**src/rtl/mem_bus_pkg.sv**
```systemverilog
// ============================================================================
// Module      : mem_bus_pkg
// Description : Shared types and default region bases for the memory bus
//               controller.
// Revision    : 1.0 - initial release
// ============================================================================
`default_nettype none

package mem_bus_pkg;

  typedef enum logic [1:0] {
    ST_IDLE    = 2'd0,
    ST_RAM_ACC = 2'd1,
    ST_IO_ACC  = 2'd2,
    ST_DONE    = 2'd3
  } state_t;

  typedef enum logic [1:0] {
    REG_NONE = 2'd0,
    REG_RAM  = 2'd1,
    REG_IO   = 2'd2
  } region_t;

  localparam logic [31:0] c_RAM_BASE_DEFAULT = 32'h0000_0000;
  localparam logic [31:0] c_IO_BASE_DEFAULT  = 32'hFFFF_0000;

endpackage

`default_nettype wire

```
**src/rtl/mem_bus_decode.sv**
```systemverilog
// ============================================================================
// Module      : mem_bus_decode
// Description : Combinational address decode into RAM / IO region, word
//               address and misalignment flag.
// Revision    : 1.0 - initial release
// ============================================================================
`default_nettype none

module mem_bus_decode
  import mem_bus_pkg::*;
#(
  parameter int              ADDR_W   = 32,
  parameter int              RAM_AW   = 11,
  parameter int              IO_AW    = 4,
  parameter logic [ADDR_W-1:0] RAM_BASE = ADDR_W'(c_RAM_BASE_DEFAULT),
  parameter logic [ADDR_W-1:0] IO_BASE  = ADDR_W'(c_IO_BASE_DEFAULT)
) (
  input  logic [ADDR_W-1:0] address,
  output region_t           region,
  output logic [RAM_AW-1:0] ramWordAddr,
  output logic [IO_AW-1:0]  ioWordAddr,
  output logic              misaligned
);

  logic w_ramHit;
  logic w_ioHit;

  assign w_ramHit = (address[ADDR_W-1:RAM_AW+2] == RAM_BASE[ADDR_W-1:RAM_AW+2]);
  assign w_ioHit  = (address[ADDR_W-1:IO_AW+2]  == IO_BASE[ADDR_W-1:IO_AW+2]);

  // RAM wins when both regions overlap, which only happens on misconfiguration
  always_comb begin
    region = REG_NONE;
    if (w_ramHit) begin
      region = REG_RAM;
    end else if (w_ioHit) begin
      region = REG_IO;
    end
  end

  assign ramWordAddr = address[RAM_AW+1:2];
  assign ioWordAddr  = address[IO_AW+1:2];
  assign misaligned  = |address[1:0];

endmodule

`default_nettype wire

```
**src/rtl/mem_bus_ctrl.sv**
```systemverilog
// ============================================================================
// Module      : mem_bus_ctrl
// Description : Registered, handshaked bridge from the CPU data port to RAM
//               and IO targets with per-target wait states.
// Revision    : 1.0 - initial release
// ============================================================================
`default_nettype none

module mem_bus_ctrl
  import mem_bus_pkg::*;
#(
  parameter int                DATA_W   = 32,
  parameter int                ADDR_W   = 32,
  parameter int                RAM_AW   = 11,
  parameter int                IO_AW    = 4,
  parameter logic [ADDR_W-1:0] RAM_BASE = ADDR_W'(c_RAM_BASE_DEFAULT),
  parameter logic [ADDR_W-1:0] IO_BASE  = ADDR_W'(c_IO_BASE_DEFAULT),
  parameter int                RAM_WAIT = 1,
  parameter int                IO_WAIT  = 2
) (
  input  logic              clk,
  input  logic              rst,
  input  logic              reqVirt,
  input  logic              wEnVirt,
  input  logic [ADDR_W-1:0] addressVirt,
  input  logic [DATA_W-1:0] dataInVirt,
  output logic [DATA_W-1:0] dataOutVirt,
  output logic              readyVirt,
  output logic              errVirt,
  output logic [RAM_AW-1:0] addressPhys,
  output logic [DATA_W-1:0] dataInPhys,
  input  logic [DATA_W-1:0] dataOutPhys,
  output logic              rEnPhys,
  output logic              wEnPhys,
  output logic [IO_AW-1:0]  addressIO,
  output logic [DATA_W-1:0] dataInIO,
  input  logic [DATA_W-1:0] dataOutIO,
  output logic              rEnIO,
  output logic              wEnIO
);

  localparam logic [3:0] c_RAM_WAIT = 4'(RAM_WAIT);
  localparam logic [3:0] c_IO_WAIT  = 4'(IO_WAIT);

  state_t            r_state;
  state_t            w_nextState;
  logic [3:0]        r_cnt;
  logic              r_wEn;
  logic              r_err;
  logic [RAM_AW-1:0] r_ramAddr;
  logic [IO_AW-1:0]  r_ioAddr;
  logic [DATA_W-1:0] r_data;
  logic [DATA_W-1:0] r_dataOut;

  region_t           w_region;
  logic [RAM_AW-1:0] w_ramWord;
  logic [IO_AW-1:0]  w_ioWord;
  logic              w_misaligned;
  logic              w_decErr;
  logic              w_lastCycle;
  logic              w_inRam;
  logic              w_inIo;

  mem_bus_decode #(
    .ADDR_W   (ADDR_W),
    .RAM_AW   (RAM_AW),
    .IO_AW    (IO_AW),
    .RAM_BASE (RAM_BASE),
    .IO_BASE  (IO_BASE)
  ) u_decode (
    .address     (addressVirt),
    .region      (w_region),
    .ramWordAddr (w_ramWord),
    .ioWordAddr  (w_ioWord),
    .misaligned  (w_misaligned)
  );

  assign w_decErr    = w_misaligned || (w_region == REG_NONE);
  assign w_lastCycle = (r_cnt == 4'd0);
  assign w_inRam     = (r_state == ST_RAM_ACC);
  assign w_inIo      = (r_state == ST_IO_ACC);

  always_ff @(posedge clk) begin
    if (rst) begin
      r_state   <= ST_IDLE;
      r_cnt     <= 4'd0;
      r_wEn     <= 1'b0;
      r_err     <= 1'b0;
      r_ramAddr <= '0;
      r_ioAddr  <= '0;
      r_data    <= '0;
      r_dataOut <= '0;
    end else begin
      r_state <= w_nextState;
      case (r_state)
        ST_IDLE: begin
          if (reqVirt) begin
            r_wEn     <= wEnVirt;
            r_err     <= w_decErr;
            r_ramAddr <= w_ramWord;
            r_ioAddr  <= w_ioWord;
            r_data    <= dataInVirt;
            r_cnt     <= (w_region == REG_IO) ? c_IO_WAIT : c_RAM_WAIT;
          end
        end
        ST_RAM_ACC, ST_IO_ACC: begin
          // Read data is taken on the edge that closes the final access cycle
          if (!w_lastCycle) begin
            r_cnt <= r_cnt - 4'd1;
          end else if (!r_wEn) begin
            r_dataOut <= w_inRam ? dataOutPhys : dataOutIO;
          end
        end
        default: ;
      endcase
    end
  end

  always_comb begin
    w_nextState = r_state;
    case (r_state)
      ST_IDLE: begin
        if (reqVirt) begin
          if (w_decErr) begin
            w_nextState = ST_DONE;
          end else if (w_region == REG_IO) begin
            w_nextState = ST_IO_ACC;
          end else begin
            w_nextState = ST_RAM_ACC;
          end
        end
      end
      ST_RAM_ACC, ST_IO_ACC: begin
        if (w_lastCycle) begin
          w_nextState = ST_DONE;
        end
      end
      ST_DONE: w_nextState = ST_IDLE;
      default: w_nextState = ST_IDLE;
    endcase
  end

  // Target buses are gated by state so the idle target always sees zeros
  assign addressPhys = w_inRam ? r_ramAddr : '0;
  assign dataInPhys  = w_inRam ? r_data : '0;
  assign rEnPhys     = w_inRam && !r_wEn;
  assign wEnPhys     = w_inRam && r_wEn && w_lastCycle;

  assign addressIO   = w_inIo ? r_ioAddr : '0;
  assign dataInIO    = w_inIo ? r_data : '0;
  assign rEnIO       = w_inIo && !r_wEn;
  assign wEnIO       = w_inIo && r_wEn && w_lastCycle;

  assign dataOutVirt = r_dataOut;
  assign readyVirt   = (r_state == ST_DONE);
  assign errVirt     = (r_state == ST_DONE) && r_err;

endmodule

`default_nettype wire
```
**config.mk**
```make
export PLATFORM = sky130hd
export DESIGN_NAME = mem_bus_ctrl
export DESIGN_NICKNAME = d
export VERILOG_FILES = /design/src/rtl/mem_bus_pkg.sv /design/src/rtl/mem_bus_decode.sv /design/src/rtl/mem_bus_ctrl.sv
export SDC_FILE = /design/constraint.sdc
export NUM_CORES = 1
export LEC_CHECK = 0
export CAP_MARGIN = 40
export CORE_MARGIN = 3
export CORE_UTILIZATION = 40
export DETAILED_ROUTE_END_ITERATION = 6
export GPL_ROUTABILITY_DRIVEN = 0
export PLACE_DENSITY = 0.84
export SKIP_LAST_GASP = 1
export SLEW_MARGIN = 10
export SYNTH_ARGS = -nofsm -noshare
export SYNTH_HDL_FRONTEND = slang
export SYNTH_SLANG_ARGS = --single-unit
```
**constraint.sdc**
```tcl
create_clock -name clk -period 4.95 [get_ports clk]
set_input_delay 1.2375 -clock clk [delete_from_list [all_inputs] [get_ports clk]]
set_output_delay 1.2375 -clock clk [all_outputs]
set_load 0.03 [all_outputs]
```
[Word level (Yosys, flattened, before mapping)]
Index checks and enable logic that the tools add are counted.
W data, S select, Z words.
Word-level totals
  flip-flop bits (word level): 87
  bits of input ports: 132
  output and inout port bits: 117
Operators by class
  add/sub/neg operators: 1
  eq/ne operators: 8
  multiplexer cells: 16
  bitwise logic cells: 1
  reduce and logical (&&, ||, !) cells: 20
Operators by type and width (number)
  $mux W32: 3
  $eq A26 B26 Y1 const B: 1
  $logic_not A19 Y1: 1
  $mux W2: 7
  $mux W4: 3
  $mux W11: 1
  $pmux W4 S2: 1
  $logic_and A1 B1 Y1: 7
  $eq A2 B2 Y1 const B: 3
  $ne A2 B2 Y1 const B: 3
  $pmux W2 S3: 1
  $reduce_and A3 Y1: 2
  $logic_not A2 Y1: 2
  $logic_not A4 Y1: 1
  $reduce_and A2 Y1: 2
  $reduce_or A2 Y1: 2
  $sub A4 B1 Y4 const B: 1
  $eq A2 B1 Y1 const B: 1
  $reduce_bool A2 Y1: 1
  $logic_not A1 Y1: 1
  $logic_or A1 B1 Y1: 1
  $not A1 Y1: 1

[Depth between registers and ports, before layout]
Gate-level depths: netlist of the first run.
  depth after elaboration: 8
  depth in mapped cells: 8
  gate-level depth less buffers: 6

[By module]
From an unflattened synthesis of the first run, not the netlist that was laid out.
Unflattened totals
  cell total of the unflattened synthesis: 538
  area, all modules: 4364.2 um^2
Modules (own cells, without submodules)
  mem_bus_ctrl: instances 1, cells an instance 504, area each 4130.2 um^2, sequential area each 1741.7 um^2
  mem_bus_decode: instances 1, cells an instance 34, area each 234.0 um^2, sequential area each 0.0 um^2

[Worst setup path after synthesis of the first run]
OpenSTA, ideal clock, no wires.
  path type: input to register
  from: in addressVirt[12]
  to: reg r_cnt[1]
  setup time: 0.086 ns
  data arrival time: 2.784 ns
  data required time: 4.864 ns
  path slack: 2.079 ns
  stages: 4
  buffers on the path: 0
  cell sequence: or4b_1 > or4_4 > or3_1 > a221oi_2
Between the ends
  longest elaborated chain between the ends: 7
RTL lines
  start, declared: RTL line mem_bus_ctrl.sv:25  | input logic [ADDR_W-1:0] addressVirt,
  $eq A26 B26 Y1: RTL line mem_bus_decode.sv:29  | assign w_ioHit = (address[ADDR_W-1:IO_AW+2] == IO_BASE[ADDR_W-1:IO_AW+2]);
  $mux W2: RTL line mem_bus_decode.sv:36  | end else if (w_ioHit) begin
  $mux W2: RTL line mem_bus_decode.sv:34  | if (w_ramHit) begin
  $eq A2 B2 Y1: RTL line mem_bus_ctrl.sv:103  | r_cnt <= (w_region == REG_IO) ? c_IO_WAIT : c_RAM_WAIT;
  $mux W2: RTL line mem_bus_ctrl.sv:103
  $mux W4: RTL line mem_bus_ctrl.sv:97  | if (reqVirt) begin
  $pmux W4 S2: RTL line mem_bus_ctrl.sv:95  | case (r_state)
  end signal, assigned: RTL line mem_bus_ctrl.sv:103
  end signal, assigned: RTL line mem_bus_ctrl.sv:109  | r_cnt <= r_cnt - 4'd1;
  end, declared: RTL line mem_bus_ctrl.sv:47  | logic [3:0] r_cnt;
Every way passes these cells. The select of a mux whose other input is x is not followed.
A chain may end at the register's enable or synchronous reset.

[Worst setup path in the final report of the first run]
  from: reg r_cnt[1]
  to: out wEnPhys
Between the ends
  longest elaborated chain between the ends: 2
RTL lines
  $logic_not A4 Y1: RTL line mem_bus_ctrl.sv:79  | assign w_lastCycle = (r_cnt == 4'd0);
  $logic_and A1 B1 Y1: RTL line mem_bus_ctrl.sv:147  | assign wEnPhys = w_inRam && r_wEn && w_lastCycle;
  end, declared: RTL line mem_bus_ctrl.sv:34  | output logic wEnPhys,
Every way passes these cells.

==> results.cfg, run 1 <==
[status]
status = completed

[layout]
seq_area_sq_mm = 0.001662
final_net_count = 859
final_cell_mix = clkdlybuf4s50_1 (247), nand2_1 (90), dfxtp_1 (83)
final_common_cell = clkdlybuf4s50_1
fin_area_sq_mm = 0.006789
n_fill_cell = 747
drive_gt1_frac = 0.03581
multi_input_area_sq_mm = 0.002153
fin_util = 0.7177
syn2layout_area_growth_pct = 70.68
n_antenna_cell = 0

[placement]
numPortBuffers = 248
place_area_sq_mm = 0.006549
dp.final_hpwl_microns = 10080

[logic_synthesis]
ys_seq_area_frac = 0.4177
yosys_warnings = 0
synthAdderAreaFrac = 0.01573
avgSynthCellArea_sq_um = 8.052
ys_ff_latch = 83
synth_nets = 631
synth_top_family_by_area = simple AND/OR/NAND/NOR gates
yosys.area_share.simple = 0.2969
synthTopCellsByArea = dfxtp_1 (42%), and2_1 (13%), nand2_1 (8.5%)
synth_flop_cell = dfxtp_1
synthesis.area_sq_mm = 0.003978
synth_xor_area_frac = 0
synth_top_cell_by_area = dfxtp_1
synth_top_cell_area_share = 0.4177
synth-edff-count = 0
synthCells = 494
async_flop_share = 0
synthMuxAreaShare = 0.08053
synth-compound-area-share = 0.1463
ys_types = 35

[sta]
holdWs_ns = 0.4546
max-slew-margin-rel = 0.4569
max_freq_mhz = 264.1
worstMarginPinSlew_ns = 0.8129
fin_crit_sh = 0.7648
rsz0062_at_grt = no
finalCriticalPeriod_ns = 3.786
setup_viol = 0
setup-tns-final_ns = 0
finalHoldViolCount = 0
final_max_slew_viol_count = 0
skew_ns = 0.009845

[global_routing]
grt_max_degree = 65
grt_overflow = 0
antenna_found_initial = 0
grt_pass1_wl_microns = 19750
grt_pass1_vias = 4099
track_usage = 0.2164

[pwr]
ir_worst_vdd_mv = 0.3699
pwr_density_cell_mw_per_mm2 = 500.6
p_leak_uw = 0.002465

[clock_network]
cts_buffers = 9
htree_levels = 3
clk_pin_slew_ns = 0.08
cts_tree = built
cts_hold_buffers = 0
cts_resized = 0
ctsRootBufferMaster = clkbuf_8
clock_latency_ns = 0.34
cts_sinks = 83
clk_path_buf_depth = 2
cts_setup_buffers = 0

[die]
coreArea_sq_mm = 0.009459
die_y_microns = 105.7
ioPinCount = 249
placementRows = 35
dieArea_sq_mm = 0.01118
chipWidth_microns = 105.7
start_util = 0.4205

[worst_hold_path]
hold_path.class = flip-flop to flip-flop

[detailed_routing]
ant_nets = 0
wire_per_inst_microns = 15.05
routed_wirelength_microns = 12870
drt_pass1_iterations = 4
vias = 4277
first_iter_violations = 170
vias_per_cell = 5.002
drc = 0

[setup_path]
arrival_ns = 2.55
path_class = flip-flop to output port
path_max_fanout = 7
required_ns = 3.71
cp-end-kind = output port
start_kind = flip-flop

[job]
maxCapViolCount = 0
[final timing paths]
path | from | to | slack [ns] | cells past startpoint
setup / recovery | r_cnt[1] | wEnPhys | 1.16 | 5
hold / removal | r_ramAddr[4] | r_ramAddr[4] | 0.45 | 2
setup reg to reg | r_cnt[1] | dataOutVirt[30] | 2.40 | 7
hold reg to reg | r_ramAddr[4] | r_ramAddr[4] | 0.45 | 2
[routing by layer]
metal,routed length (microns),GRT usage,vias up
met2,6631,0.4035,188
li1,-,-,2122
met4,271,0.07493,0
met5,0,0,-
met1,4944,0.2360,1941
met3,1021,0.05450,26
[flip-flops by register name, indices dropped and copies added (netlist names)]
register / cells
r_state: 2
dataOutVirt: 32
r_ramAddr: 11
r_err: 1
r_cnt: 4
r_data: 32
r_wEn: 1
[kinds of logic (layout without fill, tap and decap cells)]
group,count (synthesis),in the layout
compound gates,93,93
fa+ha+maj,5,5
buf+inv,44,276
flops,83,83
mux,32,32
simple gates,237,237
[final cells by class]
| type | count | area share |
|---|---|---|
| clock buffers | 11 | 0.02083 |
| clock inverters | 4 | 0.01456 |
| inverters | 6 | 0.003317 |
| multi-input cells | 367 | 0.3172 |
| flip-flops and latches | 83 | 0.2447 |
| well taps | 129 | 0.02377 |
| repair buffers | 255 | 0.3756 |
[power by group]
group | total [uW] | internal (uW) | switching [uW] | leakage, uW
Sequential | 1000 | 881 | 121 | 0.000681
Combinational | 1820 | 739 | 1080 | 0.00166
Clock | 580 | 348 | 233 | 0.000120
[Yosys cell counts, types with 2 or more instances]
library cell  instances
a211oi_1             33
dfxtp_1              83
a21oi_1              48
and3_1                2
o21ai_0               3
clkbuf_1             30
nor4_1                6
inv_1                 6
and2_1               81
or3_1                 3
buf_2                 4
nand4_1               3
nand2_1              90
nor2_1               38
nor3b_1               2
buf_1                 4
ha_1                  5
nor2b_1               3
nand4b_1              3
mux2i_1              32
[stage by stage]
step	setup WS [ns]	std cells	power (uW)
global route	1.047	855	3601
global placement	1.582	838	2761
floorplan	2.079	494	2157
detailed placement	1.560	840	2833
CTS	1.184	855	3422
finish	1.164	855	3399
[critical path, stage by stage (launching register included)]
cell and delay, ns:
dfxtp_1 0.32, inv_1 0.08, ha_1 0.19, nor3b_1 0.68, and3_1 0.27, clkdlybuf4s50_1 0.67
No activity file was read; power rests on OpenSTA's default activity.
==> run 2: changes to the inputs <==
Settings changed: CORE_UTILIZATION 40 to 34, PLACE_DENSITY 0.84 to 0.76.
Clock period 4.95 ns to 3.4 ns, I/O delays scaled along.
==> results.cfg, run 2 (same netlist as run 1, synthesis figures left out) <==
[setup_path]
cpLargestDelayFamily = buffers and inverters
arrival_ns = 2.16
path_class = flip-flop to output port
cpMaxStageDelayCell = clkdlybuf4s50_1
required_ns = 2.55
crit_chain = inv_1 > ha_1 > nor3b_1 > buf_4 > and3_1 > clkdlybuf4s50_1
max_stage_delay_ns = 0.68
path_max_fanout = 7
worstRegToRegCells = 7
r2r_slack_ns = 1.15
cp_num_buf_inv = 3
r2r-end = dataOutVirt[28]
start_kind = flip-flop
cp-end-kind = output port
reg2reg_from = r_state[0]

[detailed_routing]
vias_per_cell = 4.862
drc = 0
first_iter_violations = 165
vias = 4215
drt_pass1_iterations = 4
ant_nets = 0
wire_per_inst_microns = 14.88
routed_wirelength_microns = 12900

[placement]
numPortBuffers = 248
place_ws_ns = 0.4165
dp.final_hpwl_microns = 10130

[clock_network]
cts_tree = built
clk_path_buf_depth = 2
cts_setup_buffers = 0
cts_resized = 0
cts_buffers = 9
cts_sinks = 83
ctsRootBufferMaster = clkbuf_16
clock_latency_ns = 0.32
htree_levels = 3
cts_hold_buffers = 0
clk_pin_slew_ns = 0.06

[layout]
final_cell_mix = clkdlybuf4s50_1 (247), nand2_1 (90), dfxtp_1 (83)
final_net_count = 860
drive_gt1_frac = 0.03714
syn2layout_area_growth_pct = 73.07
n_antenna_cell = 0
final_common_cell = clkdlybuf4s50_1
fin_util = 0.6188

[sta]
setup_viol = 0
max-slew-margin-rel = 0.4131
rsz0062_at_grt = no
setup-tns-final_ns = 0
fin_crit_sh = 0.8850
skew_ns = 0.006859
holdWs_ns = 0.4499
finalCriticalPeriod_ns = 3.009
finalHoldViolCount = 0
final_max_slew_viol_count = 0
worstMarginPinSlew_ns = 0.8803
finalWorstSetupSlack_ns = 0.3909
max_freq_mhz = 332.3

[worst_hold_path]
hold_path.class = flip-flop to flip-flop
min_to = r_ramAddr[6]
min_path_cells = 2
hold_start = r_ramAddr[6]

[die]
placementRows = 38
chipWidth_microns = 114.2
coreArea_sq_mm = 0.01113
ioPinCount = 249
start_util = 0.3575
dieArea_sq_mm = 0.01303
die_y_microns = 114.2

[status]
status = completed

[global_routing]
grt_max_degree = 65
grt_pass1_wl_microns = 20090
track_usage = 0.1903
grt_overflow = 0
grt_pass1_vias = 4152
antenna_found_initial = 0

[pwr]
pwr_density_cell_mw_per_mm2 = 733.9
ir_worst_vdd_mv = 0.4254
p_leak_uw = 0.002495

[job]
maxCapViolCount = 0
## run 2: worst max-delay path by stage
stage	cells after the start	start	endpoint	slack (ns)
2_1_floorplan	4	addressVirt[12]	r_cnt[1]	0.92
3_3_place_gp	5	addressVirt[12]	r_cnt[1]	0.41
3_5_place_dp	5	addressVirt[12]	r_cnt[1]	0.42
4_1_cts	5	r_state[1]	wEnPhys	0.39
5_1_grt	6	r_cnt[1]	wEnPhys	0.27
6_report	6	r_cnt[1]	wEnPhys	0.39
## run 2: cell type report
| cell class | count | area [sq um] |
|---|---|---|
| Fill cell | 999 | 4242 |
| Timing Repair Buffer | 256 | 2587 |
| Multi-Input combinational cell | 367 | 2153 |
| Sequential cell | 83 | 1662 |
| Clock buffer | 10 | 229.0 |
| Tap cell | 140 | 175.2 |
| Clock inverter | 5 | 55.05 |
| Inverter | 6 | 22.52 |
## run 2: worst register-to-register path, delay by kind of cell (launching register included)
family	cells	cell delay, ns
buffers and inverters	3	0.76
DFF	1	0.39
adders and majority gates	1	0.42
and+or+nand+nor	2	0.32
AOI/OAI and AO/OA	1	0.26
## run 2: metal layers
metal / vias up / track usage / part of all wire
met5: - / 0 / 0
met4: 0 / 0.07047 / 0.024
met3: 25 / 0.04387 / 0.080
met2: 160 / 0.3548 / 0.52
met1: 1904 / 0.2084 / 0.37
li1: 2126 / - / -
## run 2: metrics by stage
step / instance area [sq um] / instances / total power [uW]
2_1_floorplan: 3978 / 494 / 3141
3_3_place_gp: 6600 / 852 / 4092
3_5_place_dp: 6600 / 852 / 4173
4_1_cts: 6884 / 867 / 5113
5_1_grt: 6884 / 867 / 5396
6_report: 6884 / 867 / 5052
## run 2: power breakdown
group	switching, uW	internal, uW
clock network	360	562
logic	1560	1120
registers	175	1280
==> run 3: changes to the inputs <==
Settings changed: TNS_END_PERCENT set to 30.
==> results of run 3 <==
No change in the layout: final DEF, timing and power equal those of run 2.
